[src/rtl/cntr4m_pkg.sv]
// -----------------------------------------------------------------------------
// cntr4m_pkg
// Shared definitions for the counter8_4mode block and its slices.
//   - mode_e        : 2-bit operating mode (hold / up / down / load)
//   - CNTR4M_WIDTH  : default counter width
// Optional build macro used by the block: CNTR4M_SATURATE_EN (see top file).
// -----------------------------------------------------------------------------
package cntr4m_pkg;

    localparam int CNTR4M_WIDTH = 8;

    typedef enum logic [1:0] {
        MODE_HOLD = 2'b00,
        MODE_UP   = 2'b01,
        MODE_DOWN = 2'b10,
        MODE_LOAD = 2'b11
    } mode_e;

endpackage : cntr4m_pkg

[src/rtl/counter8_4mode_if.sv]
// -----------------------------------------------------------------------------
// counter8_4mode_if
// Bus bundle of the 4-mode counter.
//   B  : parallel-load data            (master -> slave)
//   m  : mode select, see mode_e       (master -> slave)
//   Ci : count enable / carry-in       (master -> slave)
//   Co : carry-out / borrow-out        (slave -> master, combinational)
//   Q  : registered counter value      (slave -> master)
// -----------------------------------------------------------------------------
interface counter8_4mode_if
    import cntr4m_pkg::*;
#(
    parameter int WIDTH = CNTR4M_WIDTH
);

    logic [WIDTH-1:0] B;
    logic [1:0]       m;
    logic             Ci;
    logic             Co;
    logic [WIDTH-1:0] Q;

    modport master (output B, output m, output Ci, input Co, input Q);
    modport slave  (input B, input m, input Ci, output Co, output Q);

endinterface : counter8_4mode_if

[src/rtl/cntr4m_slice.sv]
// -----------------------------------------------------------------------------
// cntr4m_slice
// SW-bit 4-mode counter slice (hold / up / down / load), cascadable through
// Ci/Co.
// Ports:
//   clk      : rising-edge clock
//   rst      : synchronous active-high reset, clears Q
//   B        : parallel-load data
//   m        : mode select (mode_e encoding)
//   Ci       : count enable / carry-in
//   sat_hold : when high, suppresses up/down steps (used for saturation of the
//              whole cascade; tie low for plain modulo counting)
//   Co       : carry-out in up mode, borrow-out in down mode, combinational
//   Q        : registered slice value
// -----------------------------------------------------------------------------
module cntr4m_slice
    import cntr4m_pkg::*;
#(
    parameter int SW = 4
) (
    input  logic          clk,
    input  logic          rst,
    input  logic [SW-1:0] B,
    input  logic [1:0]    m,
    input  logic          Ci,
    input  logic          sat_hold,
    output logic          Co,
    output logic [SW-1:0] Q
);

    localparam logic [SW-1:0] ALL_ZERO = {SW{1'b0}};
    localparam logic [SW-1:0] ALL_ONE  = {SW{1'b1}};
    localparam logic [SW-1:0] STEP_ONE = {{(SW-1){1'b0}}, 1'b1};

    mode_e         mode_s;
    logic [SW-1:0] q_r;
    logic [SW-1:0] q_nxt_s;
    logic          co_s;

    assign mode_s = mode_e'(m);

    // Carry/borrow out: terminal count in the active direction with Ci set.
    always_comb begin
        co_s = 1'b0;
        case (mode_s)
            MODE_UP: begin
                co_s = Ci & (q_r == ALL_ONE);
            end
            MODE_DOWN: begin
                co_s = Ci & (q_r == ALL_ZERO);
            end
            MODE_HOLD: begin
                co_s = 1'b0;
            end
            MODE_LOAD: begin
                co_s = 1'b0;
            end
            default: begin
                co_s = 1'b0;
            end
        endcase
    end

    // Next-state value for the counter register.
    always_comb begin
        q_nxt_s = q_r;
        case (mode_s)
            MODE_HOLD: begin
                q_nxt_s = q_r;
            end
            MODE_UP: begin
                if (Ci && !sat_hold) begin
                    q_nxt_s = q_r + STEP_ONE;
                end else begin
                    q_nxt_s = q_r;
                end
            end
            MODE_DOWN: begin
                if (Ci && !sat_hold) begin
                    q_nxt_s = q_r - STEP_ONE;
                end else begin
                    q_nxt_s = q_r;
                end
            end
            MODE_LOAD: begin
                q_nxt_s = B;
            end
            default: begin
                q_nxt_s = q_r;
            end
        endcase
    end

    // Counter register with synchronous reset taking priority over every mode.
    always_ff @(posedge clk) begin
        if (rst) begin
            q_r <= ALL_ZERO;
        end else begin
            q_r <= q_nxt_s;
        end
    end

    assign Co = co_s;
    assign Q  = q_r;

endmodule : cntr4m_slice

[src/rtl/counter8_4mode.sv]
// -----------------------------------------------------------------------------
// counter8_4mode
// WIDTH-bit synchronous up/down counter with hold, count-up, count-down and
// parallel-load modes, built from two WIDTH/2 cntr4m_slice instances chained
// through their carry. WIDTH must be even.
// Ports:
//   clk : rising-edge clock
//   rst : synchronous active-high reset (Q <= 0, priority over all modes)
//   bus : counter8_4mode_if.slave carrying B, m, Ci (in) and Co, Q (out)
// Build option:
//   CNTR4M_SATURATE_EN - when defined, up counting sticks at all-ones and down
//   counting sticks at zero instead of wrapping; Co still flags the
//   overflow/underflow attempt. Undefined (default): modulo wrap-around.
// -----------------------------------------------------------------------------
module counter8_4mode
    import cntr4m_pkg::*;
#(
    parameter int WIDTH = CNTR4M_WIDTH
) (
    input  logic             clk,
    input  logic             rst,
    counter8_4mode_if.slave  bus
);

    localparam int HALF = WIDTH / 2;

    logic [HALF-1:0] lo_q_s;
    logic [HALF-1:0] hi_q_s;
    logic            lo_co_s;
    logic            hi_co_s;
    logic            sat_hold_s;

`ifdef CNTR4M_SATURATE_EN
    // Saturation must freeze both slices together: the low slice alone would
    // otherwise keep wrapping while the upper slice is pinned. The top-level Co
    // is exactly the "step would cross the terminal value" condition.
    assign sat_hold_s = hi_co_s;
`else
    assign sat_hold_s = 1'b0;
`endif

    cntr4m_slice #(
        .SW (HALF)
    ) u_lo (
        .clk      (clk),
        .rst      (rst),
        .B        (bus.B[HALF-1:0]),
        .m        (bus.m),
        .Ci       (bus.Ci),
        .sat_hold (sat_hold_s),
        .Co       (lo_co_s),
        .Q        (lo_q_s)
    );

    // The upper slice only steps when the lower slice rolls over.
    cntr4m_slice #(
        .SW (HALF)
    ) u_hi (
        .clk      (clk),
        .rst      (rst),
        .B        (bus.B[WIDTH-1:HALF]),
        .m        (bus.m),
        .Ci       (lo_co_s),
        .sat_hold (sat_hold_s),
        .Co       (hi_co_s),
        .Q        (hi_q_s)
    );

    assign bus.Co = hi_co_s;
    assign bus.Q  = {hi_q_s, lo_q_s};

endmodule : counter8_4mode

[src/flat_wrapper.sv]
// flat-port wrapper written by rule: the top's interface ports become plain ports
module counter8_4mode_flat import cntr4m_pkg::*;
#(
    parameter int WIDTH = CNTR4M_WIDTH
)
  (clk, rst, bus_B, bus_m, bus_Ci, bus_Co, bus_Q);
  counter8_4mode_if #(.WIDTH(WIDTH)) bus_i ();
  input  logic clk;
  input  logic rst;
  input wire logic [$bits(bus_i.B)-1:0] bus_B;
  input wire logic [$bits(bus_i.m)-1:0] bus_m;
  input wire logic [$bits(bus_i.Ci)-1:0] bus_Ci;
  output wire logic [$bits(bus_i.Co)-1:0] bus_Co;
  output wire logic [$bits(bus_i.Q)-1:0] bus_Q;
  assign bus_i.B = bus_B;
  assign bus_i.m = bus_m;
  assign bus_i.Ci = bus_Ci;
  assign bus_Co = bus_i.Co;
  assign bus_Q = bus_i.Q;
  counter8_4mode #(.WIDTH(WIDTH)) u_core (.clk(clk), .rst(rst), .bus(bus_i));
endmodule
[config.mk]
export PLATFORM = sky130hd
export DESIGN_NAME = counter8_4mode_flat
export DESIGN_NICKNAME = d
export VERILOG_FILES = /design/src/rtl/cntr4m_pkg.sv /design/src/rtl/counter8_4mode_if.sv /design/src/rtl/cntr4m_slice.sv /design/src/rtl/counter8_4mode.sv /design/src/flat_wrapper.sv
export SDC_FILE = /design/constraint.sdc
export NUM_CORES = 1
export LEC_CHECK = 0
export CAP_MARGIN = 5
export CORE_MARGIN = 2
export CORE_UTILIZATION = 51
export DETAILED_ROUTE_END_ITERATION = 10
export GPL_ROUTABILITY_DRIVEN = 1
export PLACE_DENSITY = 0.85
export SETUP_SLACK_MARGIN = 0.3
export SYNTH_ARGS = -nofsm -noshare
export SYNTH_HDL_FRONTEND = slang
export SYNTH_SLANG_ARGS = --single-unit
[constraint.sdc]
create_clock -name clk -period 3.9 [get_ports clk]
set_input_delay 0.78 -clock clk [delete_from_list [all_inputs] [get_ports clk]]
set_output_delay 0.78 -clock clk [all_outputs]
set_load 0.005 [all_outputs]
==> metrics.cfg <==
[timing]
fmax_ghz=0.315
max-slew-margin-rel=0.745
period_needed_ns=3.18
rsz0062_at_grt=no
setup_viol=0
finalHoldViolations=0
fin_tns_setup_ns=0
slew_violations=0
skew_ns=0.00287
fin_crit_sh=0.814
worst_pin_slew_ns=0.373

[global_routing]
gr-total-overflow=0
track_usage=0.207
grt_pass1_vias=710
grt_max_degree=11
grt_pass1_wl_mm=3.05
antenna_found_initial=0

[placed_design]
gp_congestion=0.789
hpwl_mm=1.39
io_buffers=21

[setup_path]
required_ns=3.12
cp-start-kind=primary input
r2r-start=u_core.u_lo.Q[1]
crit_path_end_kind=output port
critPathKind=primary input to output port
crit_start=bus_m[1]
path_max_fanout=4
worstPathArrival_ns=2.40

[clocking]
path_clk_slew_ns=0.06
cts_buffers=3
clockRootBuffer=clkbuf_4
clk_latency_ns=0.25
htreeDepth=1
clock-sinks=8
cts_tree=yes
clock_path_buffers=2

[logic_synthesis]
ys_top_cells_by_area=dfxtp_1 (19%), ha_1 (11%), mux2i_1 (4.9%)
synth_area_per_cell_um2=8.47
yosys_register_bits=8
synth.distinct_cells=46
synth_nets=117
syn_area_um2=822
synthAdderAreaFrac=0.107
synth_xor_area_frac=0.0639
synth_top_family_by_area=simple AND/OR/NAND/NOR gates
synth_ff_type=dfxtp_1
syn_inst=97
muxShareOfSynthArea=0.0487
synth_top_area_frac=0.195
async_flop_share=0
yosysTopAreaCell=dfxtp_1
synthSimpleGateAreaFrac=0.283
synth_compound_area_frac=0.230
synth_edf_count=0
yosysSeqAreaShare=0.195
yosys_warnings=0

[drt]
wirelength_mm=1.78
ant_nets=0
wl_per_cell_um=13.3
drc=0
viasPerCell=5.80
drt_iter0_drc=14
vias=777
dr.pass1.iters=4

[floorplanning]
pin_count=22
start_util=0.546
die_w_um=44.1
num_rows=14
die_h_um=44.1
die_area_um2=1950
core_region_area_um2=1510

[hold_path]
hp-class=flop to flop
min_from=u_core.u_lo.Q[2]

[layout]
fin_util=0.716
final_cell_mix=clkdlybuf4s50_1 (19), dfxtp_1 (8), inv_1 (7), nor2_1 (6), ha_1 (6)
final_common_cell=clkdlybuf4s50_1
area_delta_synth_final_pct=31.2
drive_gt1_frac=0.119
nNetsFinal=140
antenna_cells=0

[power]
power.internal_uw=197
total_leakage_power_uw=0.000446
pwr-share-comb=0.406
p_sw_uw=99.9
p_per_area_nw_per_um2=275
clock_power_share=0.211
peakVddDrop_mv=0.202
power_frac_seq=0.382
sw_frac_of_total=0.337

[outcome]
status=complete, no violations

[job]
drv_cap=0

kinds of logic (layout without fill, tap and decap cells):
group | after synthesis | in the layout
fa+ha+maj | 7 | 7
buf+inv | 12 | 33
xor+xnor | 6 | 6
compound gates | 25 | 25
flops | 8 | 8
mux | 4 | 4
simple gates | 35 | 35
power groups by stage:
stage               combinational [uW]  clock [uW]  sequential (uW)
global route                       133        68.1              115
CTS                                118        64.3              112
finish                             120        62.7              113
floorplan                         73.3           0              110
global placement                   115           0              113
detailed placement                 117           0              114
worst paths after layout:
check	cells past startpoint	to	slack [ns]
max	7	bus_Co	0.72
min	2	u_core.u_lo.Q[2]	0.57
max reg2reg	4	u_core.u_hi.Q[0]	2.33
min reg2reg	2	u_core.u_lo.Q[2]	0.57
layout make-up:
cell class                 count  area [um^2]
multi-input combinational     77          623
fill                         126          428
timing repair buffer          22          223
sequential                     8          160
inverter                       8         30.0
clock buffer                   3         22.5
tap                           16         20.0
critical path, cell delays in order:
cell	delay, ns
dlymetal6s2s_1	0.20
inv_1	0.10
ha_1	0.30
nor4bb_4	0.31
a31oi_1	0.12
nor2_1	0.10
clkdlybuf4s50_1	0.50
repair_timing:
action                     4_1_cts  5_1_grt
hold buffers                     0        0
setup buffers                    0        0
setup endpoints to repair        1        1
resized for setup                1        5
Yosys cell counts, drive strengths merged, types with 2 or more instances:
cell    number
nand3b       2
a21oi        5
mux2i        4
dfxtp        8
o21ai        3
a221oi       2
a31oi        2
o22ai        2
nand2        5
o221ai       2
nor4         2
ha           7
a211oi       2
buf          3
or2          2
inv          8
nand3        2
xor2         4
xnor2        2
nor2         6
nand2b       5
nor3         3
sequential cells by signal, summed over array words and instances (netlist names):
| register | count |
|---|---|
| u_core.u_lo.Q | 4 |
| u_core.u_hi.Q | 4 |
routing by layer:
layer  vias to the layer above  GRT usage  part of all wire
met5                         -          0                 0
met4                         0     0.0970            0.0067
met3                         2     0.0122             0.017
met2                         7      0.326              0.45
met1                       366      0.289              0.52
li1                        402          -                 -
stage by stage:
| stage | instance area (um^2) | std cells | total power, uW | setup WS [ns] | hold WS [ns] |
|---|---|---|---|---|---|
| global route | 1080 | 134 | 317 | 0.602 | 0.596 |
| global placement | 1030 | 131 | 228 | 0.365 | 0.555 |
| finish | 1080 | 134 | 297 | 0.724 | 0.573 |
| CTS | 1050 | 134 | 295 | 0.342 | 0.570 |
| floorplan | 822 | 97 | 184 | 1.45 | 0.528 |
| detailed placement | 1030 | 131 | 231 | 0.274 | 0.562 |
Power figures use the tool's default switching activity.
==> RTL edit, RTL diff (same flow settings) <==
`CNTR4M_WIDTH`: 8 -> 12.
--- a/src/rtl/cntr4m_pkg.sv
+++ b/src/rtl/cntr4m_pkg.sv
@@ -7,7 +7,7 @@
 // -----------------------------------------------------------------------------
 package cntr4m_pkg;
 
-    localparam int CNTR4M_WIDTH = 8;
+    localparam int CNTR4M_WIDTH = 12;
 
     typedef enum logic [1:0] {
         MODE_HOLD = 2'b00,
Ports: changed (resized bus_B and bus_Q); port bits go from 22 to 30. No check against the original RTL was run, so the function may have changed too.
==> RTL edit against the unedited design <==
  * Wire length increased by 85%
  * Global-route usage increased by 4.0 points
  * Synthesized area increased by 48%
  * Worst setup slack improved by 0.019 ns
  * Largest cell class unchanged
  * Sequential cell count increased by 4
  * Total power increased by 46%
  * Cell area increased by 43%
  * Synthesized cell count increased by 60%
  * Largest power group unchanged
==> RTL edit: results (changes against the unedited design) <==
status - complete, no violations
share of synthesized registers carrying an async set or reset - 0% (unchanged)
Netlist cell types - 54 (+17%)
syn_nets - 179 (+53%)
placed wire-length estimate - 2.38 mm (+71%)
Initial DRC Count - 60 (+46)
Synth Area in Compound Gates - 29.9% (+6.9 points)
RR Startpoint - u_core.u_lo.Q[2]
worst-margin pin slew - 0.956 ns (+0.583 ns)
number of enable flip-flop cells after synthesis - 0 (unchanged)
first-pass GRT wire length - 5.08 mm (+67%)
share of power burned in the clock network - 17.7% (-3.4 points)
WL/cell - 16.0 um (+21%)
Worst-Skew Late Latency - 0.27 ns (+0.02 ns)
post-synthesis sequential area ratio - 19.7% (+0.25 points)
Sequential Power - 175 uW (+55%)
placed insts - 202 (+54%)
Power Density - 281 nW/um^2 (+2.1%)
worst hold endpoint - u_core.u_lo.Q[3]
CP max FO - 11 (+7)
Net Switching - 159 uW (+59%)
hold depth - 2 (unchanged)
R2R Setup Slk - 1.81 ns (-0.52 ns)
Setup Skew - 0.000931 ns (-0.00194 ns)
Post-DP Area - 1500 um^2 (+46%)
Finished Layout Cells - 205 (+53%)
worst setup path startpoint - bus_m[0]
Synth Area in XOR/XNOR - 6.47% (+0.082 points)
htree depth - 1 (unchanged)
Worst Reg-to-Reg Cells - 5 (+1)
Vias/cell - 6.37 (+9.8%)
Post-Place Worst Slack - 0.188 ns (-0.0865 ns)
top flop regs - u_core.u_hi.Q (6), u_core.u_lo.Q (6)
post-synthesis adder-cell area fraction - 7.19% (-3.5 points)
pin count of the biggest net entering global routing - 28 (+17)
share of cells above drive strength 1 - 9.04% (-2.8 points)
worst r2r dst - u_core.u_hi.Q[4]
number of global-route vias before repair - 1,104 (+55%)
Total GRT Usage - 24.8% (+4.0 points)
CP Capture Point - bus_Co
most common library cells after synthesis - nand2_1 (13), dfxtp_1 (12), nor2_1 (10)
Static Leak - 0.000583 uW (+31%)
Synth area leaders - dfxtp_1 (20%), ha_1 (7.2%), xor2_1 (4.3%)
Hold WS - 0.616 ns (+0.0431 ns)
Max IR drop VDD - 0.156 mV (-23%)
Final GP Congestion - 0.924 (+17%)
fin worst setup slack - 0.743 ns (+0.0185 ns)
Clk pin slew, worst setup/hold paths - 0.07 ns
FILL cells - 201 (+60%)
Crit path arrival time - 2.38 ns (-0.02 ns)
Hold Startpoint - u_core.u_lo.Q[3]
Mapped Avg Cell Area - 7.85 um^2 (-7.3%)
PortBufs - 29 (+38%)
Clock Path Buffers - 2 (unchanged)
mux contribution to synthesized area - 2.47% (-2.4 points)
-- RTL edit: changes by cell type after synthesis, sizes merged, moves of 4 or more --
cell	before	now
dfxtp	8	12
nor3	3	7
o21ai	3	7
nand3	2	7
nand2	5	13
nor2	6	10
clkbuf	1	9
-- RTL edit: cell type report --
| class | instances | area [um^2] | area share, % |
|---|---|---|---|
| Tap cell | 28 | 35.0 | 2.27 |
| Inverter | 5 | 18.8 | 1.22 |
| Clock buffer | 3 | 22.5 | 1.46 |
| Sequential cell | 12 | 240 | 15.6 |
| Timing Repair Buffer | 32 | 318 | 20.6 |
| Multi-Input combinational cell | 125 | 906 | 58.8 |
-- RTL edit: per-layer routing --
metal  vias up  share of wire [%]  global-route usage, %
met5         -                  0                      0
met4         0               0.82                   12.0
met3         2                7.6                   1.98
met2        61                 49                   38.3
met1       617                 43                   34.4
li1        625                  -                      -
-- RTL edit: timing repair --
action / 4_1_cts / 5_1_grt
gates resized for setup: 2 / 3
setup endpoints to repair: 1 / 1
pin swaps: 0 / 0
